==> src/rtl/hazard.sv <==
// rtl/hazard.sv - RAW hazard scoreboard beside decode; optional HAZARD_RETIRE_BYPASS_EN
module hazard #(
  parameter int DEPTH = 4,
  localparam int OW = $clog2(DEPTH + 1),
  localparam int PW = $clog2(DEPTH)
) (
  input  logic          clk_i,
  input  logic          rst_i,
  input  logic          rs_valid_i,
  input  logic [4:0]    rs1_i,
  input  logic [4:0]    rs2_i,
  input  logic          issue_i,
  input  logic          issue_reg_write_i,
  input  logic [4:0]    issue_rd_i,
  input  logic          retire_i,
  output logic          stall_request_o,
  output logic [OW-1:0] occupancy_o,
  output logic [31:0]   stall_cycles_o,
  output logic          error_o
);

  logic [DEPTH-1:0] ent_valid;
  logic [DEPTH-1:0] ent_we;
  logic [4:0]       ent_rd [DEPTH];
  logic [PW-1:0]    wptr;
  logic [PW-1:0]    rptr;
  logic [OW-1:0]    count;

  logic match1;
  logic match2;
  logic full;
  logic push;
  logic pop;
  logic retire_hides;

  assign full  = (count == OW'(DEPTH));
  assign push  = issue_i && !stall_request_o;
  assign pop   = retire_i && (count != '0);
  assign occupancy_o = count;

`ifdef HAZARD_RETIRE_BYPASS_EN
  // The register file forwards the retiring write, so the oldest entry stops blocking this cycle.
  assign retire_hides = pop;
`else
  assign retire_hides = 1'b0;
`endif

  // Compare both decode sources against every pending writing entry.
  always_comb begin
    match1 = 1'b0;
    match2 = 1'b0;
    for (int i = 0; i < DEPTH; i++) begin
      if (ent_valid[i] && ent_we[i] && !(retire_hides && (PW'(i) == rptr))) begin
        if (rs1_i != 5'd0 && ent_rd[i] == rs1_i) match1 = 1'b1;
        if (rs2_i != 5'd0 && ent_rd[i] == rs2_i) match2 = 1'b1;
      end
    end
  end

  // Stall on a dependency or a full scoreboard; forced low while reset is held.
  always_comb begin
    stall_request_o = 1'b0;
    if (!rst_i) stall_request_o = (rs_valid_i && (match1 || match2)) || full;
  end

  // Scoreboard FIFO: push at write pointer, pop at read pointer, count tracks the difference.
  always_ff @(posedge clk_i or posedge rst_i) begin
    if (rst_i) begin
      ent_valid <= '0;
      ent_we    <= '0;
      for (int i = 0; i < DEPTH; i++) ent_rd[i] <= 5'd0;
      wptr  <= '0;
      rptr  <= '0;
      count <= '0;
    end else begin
      if (pop) begin
        ent_valid[rptr] <= 1'b0;
        rptr <= (rptr == PW'(DEPTH - 1)) ? '0 : rptr + 1'b1;
      end
      // A push never lands on the popped slot: that would need count==DEPTH, which stalls.
      if (push) begin
        ent_valid[wptr] <= 1'b1;
        ent_we[wptr]    <= issue_reg_write_i && (issue_rd_i != 5'd0);
        ent_rd[wptr]    <= issue_rd_i;
        wptr <= (wptr == PW'(DEPTH - 1)) ? '0 : wptr + 1'b1;
      end
      if (push && !pop)      count <= count + 1'b1;
      else if (!push && pop) count <= count - 1'b1;
    end
  end

  // Saturating count of stalled cycles.
  always_ff @(posedge clk_i or posedge rst_i) begin
    if (rst_i) begin
      stall_cycles_o <= '0;
    end else if (stall_request_o && stall_cycles_o != 32'hFFFF_FFFF) begin
      stall_cycles_o <= stall_cycles_o + 32'd1;
    end
  end

  // Sticky flag for issue-while-stalled and retire-while-empty.
  always_ff @(posedge clk_i or posedge rst_i) begin
    if (rst_i) begin
      error_o <= 1'b0;
    end else if ((issue_i && stall_request_o) || (retire_i && count == '0)) begin
      error_o <= 1'b1;
    end
  end

endmodule
==> config.mk <==
export PLATFORM = sky130hd
export DESIGN_NAME = hazard
export DESIGN_NICKNAME = d
export VERILOG_FILES = /design/src/rtl/hazard.sv
export SDC_FILE = /design/constraint.sdc
export NUM_CORES = 1
export LEC_CHECK = 0
export ABC_AREA = 1
export CORE_UTILIZATION = 24
export DETAILED_ROUTE_END_ITERATION = 16
export PLACE_DENSITY = 0.41
export SYNTH_ARGS = -nofsm -noshare
export SYNTH_HDL_FRONTEND = slang
export SYNTH_SLANG_ARGS = --single-unit
==> constraint.sdc <==
create_clock -name clk_i -period 10.8 [get_ports clk_i]
set_input_delay 2.16 -clock clk_i [delete_from_list [all_inputs] [get_ports clk_i]]
set_output_delay 2.16 -clock clk_i [all_outputs]
set_load 0.05 [all_outputs]
==> results of run 1 <==
[report_power, final]
part           switching (mW)  internal, mW
Clock                   0.109         0.213
Combinational           0.277         0.140
Sequential             0.0838         0.325
Total                   0.469         0.678
[critical path: stages]
cell	delay, ns
clkdlybuf4s50_1	0.61
inv_2	0.09
nand2_1	0.06
nand2_1	0.05
nor2_1	0.20
nand3_1	0.11
nand2_1	0.06
o21ai_0	0.10
nand2_1	0.09
nand2_1	0.06
nand2_2	0.09
nand2_1	0.06
buf_4	0.23
inv_1	0.14
clkdlybuf4s50_1	0.84
[stage by stage]
step | setup slack (ns) | util (%) | area, um2 | instances | hold slack [ns]
6_report | 3.67 | 30.4 | 5680 | 934 | 0.470
5_1_grt | 3.42 | 30.4 | 5680 | 934 | 0.505
4_1_cts | 3.64 | 30.4 | 5680 | 934 | 0.473
3_5_place_dp | 3.67 | 28.6 | 5360 | 919 | 0.460
3_3_place_gp | 3.69 | 28.6 | 5360 | 919 | 0.453
2_1_floorplan | 4.17 | - | 4590 | 639 | 0.442
[flip-flops by register name, indices dropped and copies added (netlist names)]
name / cells
occupancy_o: 3
rptr: 2
stall_cycles_o: 32
error_o: 1
ent_we: 4
ent_rd: 20
wptr: 2
ent_valid: 4
[routing by layer]
layer	wire length (um)	part of all wire (%)	GRT usage, %
met1	7000	52	21.0
met2	5840	43	21.9
met3	514	3.8	2.15
met4	211	1.6	5.84
met5	0	0	0
[area by class of cell]
type,count,area (um2)
clock inverter,4,72.6
tap,234,293
inverter,84,315
timing repair buffer,59,586
fill,2010,13000
sequential,68,1700
multi-input combinational,474,2460
clock buffer,11,253
[path summary, 6_finish.rpt]
kind | slack (ns) | endpoint | cells past startpoint
max in group asynchronous | 7.72 | occupancy_o[0] | 3
hold / removal | 0.47 | ent_we[3] | 2
hold reg to reg | 0.47 | ent_we[3] | 2
min in group asynchronous | 2.50 | ent_rd[15] | 3
setup / recovery | 3.67 | stall_request_o | 15
setup reg to reg | 7.74 | occupancy_o[2] | 20
[logic make-up (layout without fill, tap and decap cells)]
family | after synthesis | after routing | synth area share (%)
simple gates | 376 | 376 | 35.8
compound gates | 50 | 50 | 7.67
fa+ha+maj | 11 | 11 | 3.17
flops | 68 | 68 | 37.1
buf+inv | 97 | 158 | 9.22
xor+xnor | 37 | 37 | 7.07
[layout by cell type (no fill, tap or decap), drive strengths merged]
cell type        n
nand3           25
xnor2           13
clkdlybuf4s50   57
nand4           29
a21oi            5
bufinv           2
or2              1
nand3b           1
clkbuf          11
clkinvlp         1
o21ai           45
buf              2
nand2          236
ha              10
dfrtp           68
fa               1
or4              1
nor3            15
nor4             7
inv             84
nor2            61
clkinv           1
xor2            24
==> impl_metrics.json, run 1 <==
{
  "htreeDepth": 3,
  "hpwl_um": 10200,
  "postSynthAreaPerCell_um2": 7.18,
  "clk_pin_slew_worst_paths_ns": 0.05,
  "max_slew_margin_pct": 20.6,
  "antenna_cells": 0,
  "synthTopCellsByCount": "233 x nand2_1, 77 x inv_1, 68 x dfrtp_1",
  "fmaxAchievable_mhz": 140,
  "ir_worst_vdd_mv": 0.124,
  "drv_slew": 0,
  "start_util_pct": 24.5,
  "drtIter0Drc": 214,
  "p_per_area_mw_per_mm2": 202,
  "syn_nets": 671,
  "tritoncts": "built",
  "final_nets": 728,
  "grt_usage_pct": 14.6,
  "synth.largest_area_cell": "dfrtp_1",
  "synth_top_area_share_pct": 37.1,
  "grt_antenna_before_repair": 0,
  "startpoint_type": "input pin",
  "vias": 4112,
  "synth_area_mm2": 0.00459,
  "min_period_ns": 7.13,
  "synth_cell_types": 31,
  "grt_max_degree": 70,
  "worst_slew_pin_slew_ns": 1.19,
  "insertion_delay_ns": 0.33,
  "place.gp.congestion": 0.907,
  "hold_viol_final": 0,
  "drtAntennaViolNets": 0,
  "die_x_um": 140,
  "path_class": "in -> out",
  "drv_cap": 0,
  "rows": 50,
  "drive_above_1_share_pct": 9.57,
  "postSynthCellCount": 639,
  "grt.overflow.total": 0,
  "synth.most_common_cell": "nand2_1",
  "clockBufferDepth": 2,
  "wirelength_um": 13600,
  "worstHoldPathType": "reg -> reg",
  "setup_viol": 0,
  "critical_path_required_ns": 8.64,
  "die_y_um": 140,
  "min-delay-start": "ent_we[3]",
  "p_leak_nw": 2.59,
  "r2r-start": "ent_rd[18]",
  "postCtsSetupRepairBufs": 0,
  "cts.sinks": 68,
  "vias_per_cell": 4.40,
  "critPathCaptureType": "primary output",
  "crit_fanout": 30,
  "core_mm2": 0.0187,
  "async_flop_share_pct": 100,
  "ctsResizeCount": 0,
  "first_pass_iters": 5,
  "ios": 58,
  "ctsHoldBuffers": 0,
  "cts_buffers": 9,
  "synthTopCellsByArea": "dfrtp_1 37%, nand2_1 19%, inv_1 6.3%, o21ai_2 5.2%, nor2_1 4.7%",
  "worstPathArrival_ns": 4.97,
  "synth-edff-count": 0,
  "power_mw": 1.15,
  "fin_worst_skew_ns": 0.00953,
  "status": "finished, final reports clean",
  "wl_per_cell_um": 14.5,
  "ys_ff_latch": 68,
  "root_buffer": "clkbuf_16",
  "grt_pass1_vias": 4106,
  "startpoint": "rs2_i[3]",
  "ys_warn_count": 0,
  "grt_pass1_wl_um": 22300,
  "port_buffers": 57,
  "drc_errors": 0,
  "die_area_mm2": 0.0197,
  "ys_dominant_reg_cell": "dfrtp_1",
  "area_growth_pct": 23.9,
  "post-route-period-util_pct": 66.0,
  "rsz0062_at_grt": "false",
  "finalSetupTns_ns": 0,
  "yosysSeqAreaShare_pct": 37.1
}
Power figures use the tool's default switching activity.
==> run 2: changes to the inputs <==
--- a/config.mk
+++ b/config.mk
@@ -8,7 +8,7 @@
 export ABC_AREA = 1
 export CORE_UTILIZATION = 24
 export DETAILED_ROUTE_END_ITERATION = 16
-export PLACE_DENSITY = 0.41
+export PLACE_DENSITY = 0.42
 export SYNTH_ARGS = -nofsm -noshare
 export SYNTH_HDL_FRONTEND = slang
 export SYNTH_SLANG_ARGS = --single-unit
==> constraint.sdc (replaced) <==
create_clock -name clk_i -period 6.55 [get_ports clk_i]
set_input_delay 1.31 -clock clk_i [delete_from_list [all_inputs] [get_ports clk_i]]
set_output_delay 1.31 -clock clk_i [all_outputs]
set_load 0.05 [all_outputs]
==> impl_metrics.json, run 2 (synthesis gave the netlist of run 1 again) <==
{
  "die_y_um": 140,
  "slowest_stage": "clkdlybuf4s50_1",
  "critPathCaptureType": "primary output",
  "fmaxAchievable_mhz": 195,
  "hold_viol_final": 0,
  "worst_slew_pin_slew_ns": 0.911,
  "core_mm2": 0.0187,
  "start_util_pct": 24.5,
  "cts_buffers": 9,
  "reg.largest.list": "stall_cycles_o x32, ent_rd x20",
  "vias": 4128,
  "multi_input_area_mm2": 0.00246,
  "ctsResizeCount": 0,
  "worstHoldPathType": "reg -> reg",
  "final_cell_mix": "233 x nand2_1, 76 x inv_1, 68 x dfrtp_1",
  "cpMostUsedCell": "nand2_1",
  "grt_usage_pct": 14.5,
  "drtAntennaViolNets": 0,
  "grt_antenna_before_repair": 0,
  "post-route-period-util_pct": 78.5,
  "max_slew_margin_pct": 39.3,
  "first_pass_iters": 5,
  "root_buffer": "clkbuf_16",
  "die_x_um": 140,
  "fin_worst_skew_ns": 0.00989,
  "largest_reg_flops": 32,
  "clk_pin_slew_worst_paths_ns": 0.06,
  "min_period_ns": 5.14,
  "n_fill_cell": 2028,
  "tritoncts": "built",
  "p_per_area_mw_per_mm2": 330,
  "wl_per_cell_um": 14.1,
  "postCtsSetupRepairBufs": 0,
  "startpoint_type": "input pin",
  "drv_slew": 0,
  "critical_path_required_ns": 5.24,
  "use_met1_pct": 20.5,
  "clockBufferDepth": 2,
  "seqCellArea_mm2": 0.00170,
  "final_nets": 729,
  "ios": 58,
  "grtUsageMet2_pct": 22.2,
  "vias_per_cell": 4.41,
  "ir_worst_vdd_mv": 0.216,
  "htreeDepth": 3,
  "rsz0062_at_grt": "false",
  "met3_usage_pct": 2.43,
  "grt_pass1_vias": 4174,
  "area_growth_pct": 24.1,
  "finalSetupTns_ns": 0,
  "path_class": "in -> out",
  "cts.sinks": 68,
  "worstPathArrival_ns": 3.83,
  "max_stage_delay_ns": 0.83,
  "drive_above_1_share_pct": 9.83,
  "wirelength_um": 13200,
  "crit_family": "buffers and inverters",
  "grt_max_degree": 70,
  "insertion_delay_ns": 0.33,
  "crit_fanout": 5,
  "cp_num_buf_inv": 4,
  "p_leak_nw": 2.60,
  "drtIter0Drc": 245,
  "top_register": "stall_cycles_o",
  "grt_pass1_wl_um": 22300,
  "port_buffers": 57,
  "place.gp.congestion": 0.914,
  "grt.overflow.total": 0,
  "cp_cell_sequence": "clkdlybuf4s50_1 > inv_1 > nand2_1 > nand2_1 > nor2_1 > nand3_1 > nand2_1 > o21ai_0 > nand2_1 > nand2_1 > nand2_2 > nand2_1 > inv_1 > clkdlybuf4s50_1",
  "drc_errors": 0,
  "status": "finished, final reports clean",
  "hpwl_um": 10100,
  "die_area_mm2": 0.0197,
  "power_mw": 1.88,
  "layout_commonest_cell": "nand2_1",
  "drv_cap": 0,
  "ctsHoldBuffers": 0,
  "rows": 50,
  "busiest_layer": "met2",
  "setup_viol": 0,
  "antenna_cells": 0
}
-- run 2: cell types whose count changed in the layout (fill, tap and decap cells not counted) --
| cell | previous run | this run |
|---|---|---|
| buf_4 | 2 | 3 |
| clkbuf_8 | 2 | 1 |
| clkinv_2 | 1 | 2 |
| clkinv_4 | 0 | 2 |
| clkinvlp_4 | 1 | 0 |
-- run 2: area by class of cell --
cell class	count	area share, %
multi-input cells	474	43.2
flip-flops and latches	68	29.9
repair buffers	60	10.4
inverters	84	5.54
well taps	234	5.15
clock buffers	10	4.20
clock inverters	6	1.54
-- run 2: worst paths after layout --
check,startpoint,endpoint,slack [ns],depth (start not counted)
setup / recovery,rs2_i[1],stall_request_o,1.41,14
hold / removal,ent_we[2],ent_we[2],0.47,2
setup reg to reg,ent_rd[4],occupancy_o[2],3.53,20
hold reg to reg,ent_we[2],ent_we[2],0.47,2
max in group asynchronous,rst_i,ent_valid[1],4.28,3
min in group asynchronous,rst_i,stall_cycles_o[15],1.70,3
-- run 2: power breakdown --
part	switching (mW)	internal, mW	total [mW]
combinational	0.442	0.231	0.673
clock	0.189	0.344	0.532
sequential	0.138	0.536	0.673
total	0.769	1.11	1.88
-- run 2: metrics by stage --
stage               cells  utilization, %  hold slack, ns  setup WS, ns  instance area (um2)
floorplan             639               -           0.442          1.62                 4590
global route          936            30.4           0.510          1.10                 5690
CTS                   936            30.4           0.475          1.38                 5690
detailed placement    920            28.7           0.458          1.40                 5360
global placement      920            28.7           0.457          1.39                 5360
finish                936            30.4           0.471          1.41                 5690
-- run 2: worst reg2reg max path, cell delays in order, from the launching register on --
cell     delay [ns]
dfrtp_1        0.42
inv_1          0.13
nand2_1        0.06
o21ai_0        0.07
nor2_1         0.07
nand3_1        0.08
nand2_1        0.05
o21ai_1        0.13
nand2_1        0.11
nand2_1        0.09
nand2_2        0.07
nand2_1        0.09
buf_4          0.31
nand2_2        0.14
inv_2          0.08
ha_1           0.14
inv_1          0.07
fa_1           0.37
a21oi_1        0.15
o21ai_0        0.11
xor2_1         0.15
-- run 2: per-layer routing --
metal	vias up	share of wire (%)
met5	-	0
met4	0	1.7
met3	16	3.2
met2	76	44
met1	1893	51
li1	2143	-
==> run 3: changes to the inputs <==
==> constraint.sdc (replaced) <==
create_clock -name clk_i -period 4.6 [get_ports clk_i]
set_input_delay 0.92 -clock clk_i [delete_from_list [all_inputs] [get_ports clk_i]]
set_output_delay 0.92 -clock clk_i [all_outputs]
set_load 0.05 [all_outputs]
==> impl_metrics.json, run 3 (synthesis gave the netlist of run 1 again) <==
{
  "worstPathArrival_ns": 2.93,
  "rsz0062_at_grt": "false",
  "critical_path.endpoint": "stall_request_o",
  "root_buffer": "clkbuf_16",
  "n_fill_cell": 2028,
  "layout_commonest_cell": "nand2_1",
  "vias_per_cell": 4.44,
  "drtIter0Drc": 255,
  "cts_buffers": 9,
  "ir_worst_vdd_mv": 0.336,
  "crit_family": "buffers and inverters",
  "ios": 58,
  "drtAntennaViolNets": 0,
  "postCtsSetupRepairBufs": 0,
  "path_class": "in -> out",
  "ctsHoldBuffers": 0,
  "setup_viol": 0,
  "grt_antenna_before_repair": 0,
  "worst_slew_pin_slew_ns": 0.890,
  "worstHoldPathType": "reg -> reg",
  "slowest_stage": "clkdlybuf4s50_1",
  "p_per_area_mw_per_mm2": 476,
  "clockBufferDepth": 2,
  "wl_per_cell_um": 14.1,
  "final_nets": 730,
  "r2r_slack_ns": 1.92,
  "cp.depth": 14,
  "min_period_ns": 3.85,
  "max_stage_delay_ns": 0.61,
  "wl_met3_um": 542,
  "wirelength_um": 13200,
  "power_mw": 2.73,
  "clk_pin_slew_worst_paths_ns": 0.06,
  "critical_path_required_ns": 3.68,
  "ctsResizeCount": 0,
  "crit_fanout": 5,
  "antenna_cells": 0,
  "finalWorstSetupSlack_ns": 0.748,
  "cpMostUsedCell": "nand2_1",
  "area_growth_pct": 24.9,
  "hpwl_um": 10200,
  "core_mm2": 0.0187,
  "fin_worst_skew_ns": 0.00648,
  "post-route-period-util_pct": 83.7,
  "die_x_um": 140,
  "fin_util_pct": 30.6,
  "hold_viol_final": 0,
  "reg.largest.list": "stall_cycles_o x32, ent_rd x20",
  "rows": 50,
  "final_cell_mix": "233 x nand2_1, 76 x inv_1, 68 x dfrtp_1",
  "largest_reg_flops": 32,
  "port_buffers": 57,
  "startpoint": "rs2_i[1]",
  "max_slew_margin_pct": 40.6,
  "cp_cell_sequence": "clkdlybuf4s50_1 > inv_1 > nand2_1 > nand2_1 > nor2_1 > nand3_1 > nand2_1 > o21ai_0 > nand2_1 > nand2_1 > nand2_2 > nand2_1 > inv_1 > buf_12",
  "startpoint_type": "input pin",
  "grt_usage_pct": 14.3,
  "drv_cap": 0,
  "drc_errors": 0,
  "finalSetupTns_ns": 0,
  "grt_pass1_wl_um": 22100,
  "place_ws_ns": 0.686,
  "die_area_mm2": 0.0197,
  "grt_pass1_vias": 4091,
  "start_util_pct": 24.5,
  "first_pass_iters": 5,
  "drv_slew": 0,
  "reg2regPathDepth": 19,
  "cp_num_buf_inv": 4,
  "p_leak_nw": 2.61,
  "drive_above_1_share_pct": 10.1,
  "wl_met2_um": 5980,
  "dpl_cell_area_mm2": 0.00538,
  "grt_max_degree": 70,
  "drt-met1-wl_um": 6570,
  "r2r-start": "ent_rd[13]",
  "place.gp.congestion": 0.877,
  "insertion_delay_ns": 0.33,
  "top_register": "stall_cycles_o",
  "r2r-end": "occupancy_o[2]",
  "dr.max_layer_used": "met4",
  "grt.overflow.total": 0,
  "tritoncts": "built",
  "cts.sinks": 68,
  "status": "finished, final reports clean",
  "htreeDepth": 3,
  "stdcell_area_mm2": 0.00573,
  "fmaxAchievable_mhz": 260,
  "die_y_um": 140,
  "critPathCaptureType": "primary output",
  "vias": 4161
}
==> run 3: changes by cell type in the layout (fill, tap and decap cells not counted), sizes merged <==
| cell | change |
|---|---|
| buf | +2 |
| bufinv | +1 |
| clkbuf | -1 |
| clkdlybuf4s50 | -1 |
| clkinv | -4 |
| clkinvlp | +2 |
| inv | +2 |
==> run 3: final cells by class <==
class	instances	area (um2)	share of cell area (%)
multi-input cells	474	2460	43.0
inverters	84	315	5.50
clock buffers	9	225	3.93
clock inverters	7	123	2.14
repair buffers	61	611	10.7
flip-flops and latches	68	1700	29.7
well taps	234	293	5.11
==> run 3: worst min-delay path by stage <==
stage,from,cells past startpoint,end,slack [ns]
global route,ent_we[3],2,ent_we[3],0.50
floorplan,ent_we[0],2,ent_we[0],0.44
finish,ent_we[2],2,ent_we[2],0.47
global placement,ent_we[2],2,ent_we[2],0.45
detailed placement,ent_we[0],2,ent_we[0],0.46
CTS,ent_we[0],2,ent_we[0],0.47
==> run 3: power breakdown <==
group / internal [mW] / switching, mW / total, mW
sequential: 0.762 / 0.192 / 0.955
clock: 0.533 / 0.271 / 0.804
combinational: 0.337 / 0.632 / 0.969
==> run 3: stage by stage <==
stage | hold WS [ns] | std cells
after floorplan | 0.442 | 639
after detailed placement | 0.458 | 921
after global routing | 0.501 | 937
final | 0.471 | 937
after CTS | 0.473 | 937
after global placement | 0.454 | 921
==> run 3: metal layers <==
metal / track usage (%) / vias up
met5: 0 / -
met3: 2.29 / 11
li1: - / 2139
met1: 20.1 / 1916
met4: 4.22 / 0
met2: 22.4 / 95
==> run 3: tightest hold or removal path, cell delays in order (launching register included) <==
cell,delay (ns)
dfrtp_1,0.34
nand2_1,0.05
nand2_1,0.05
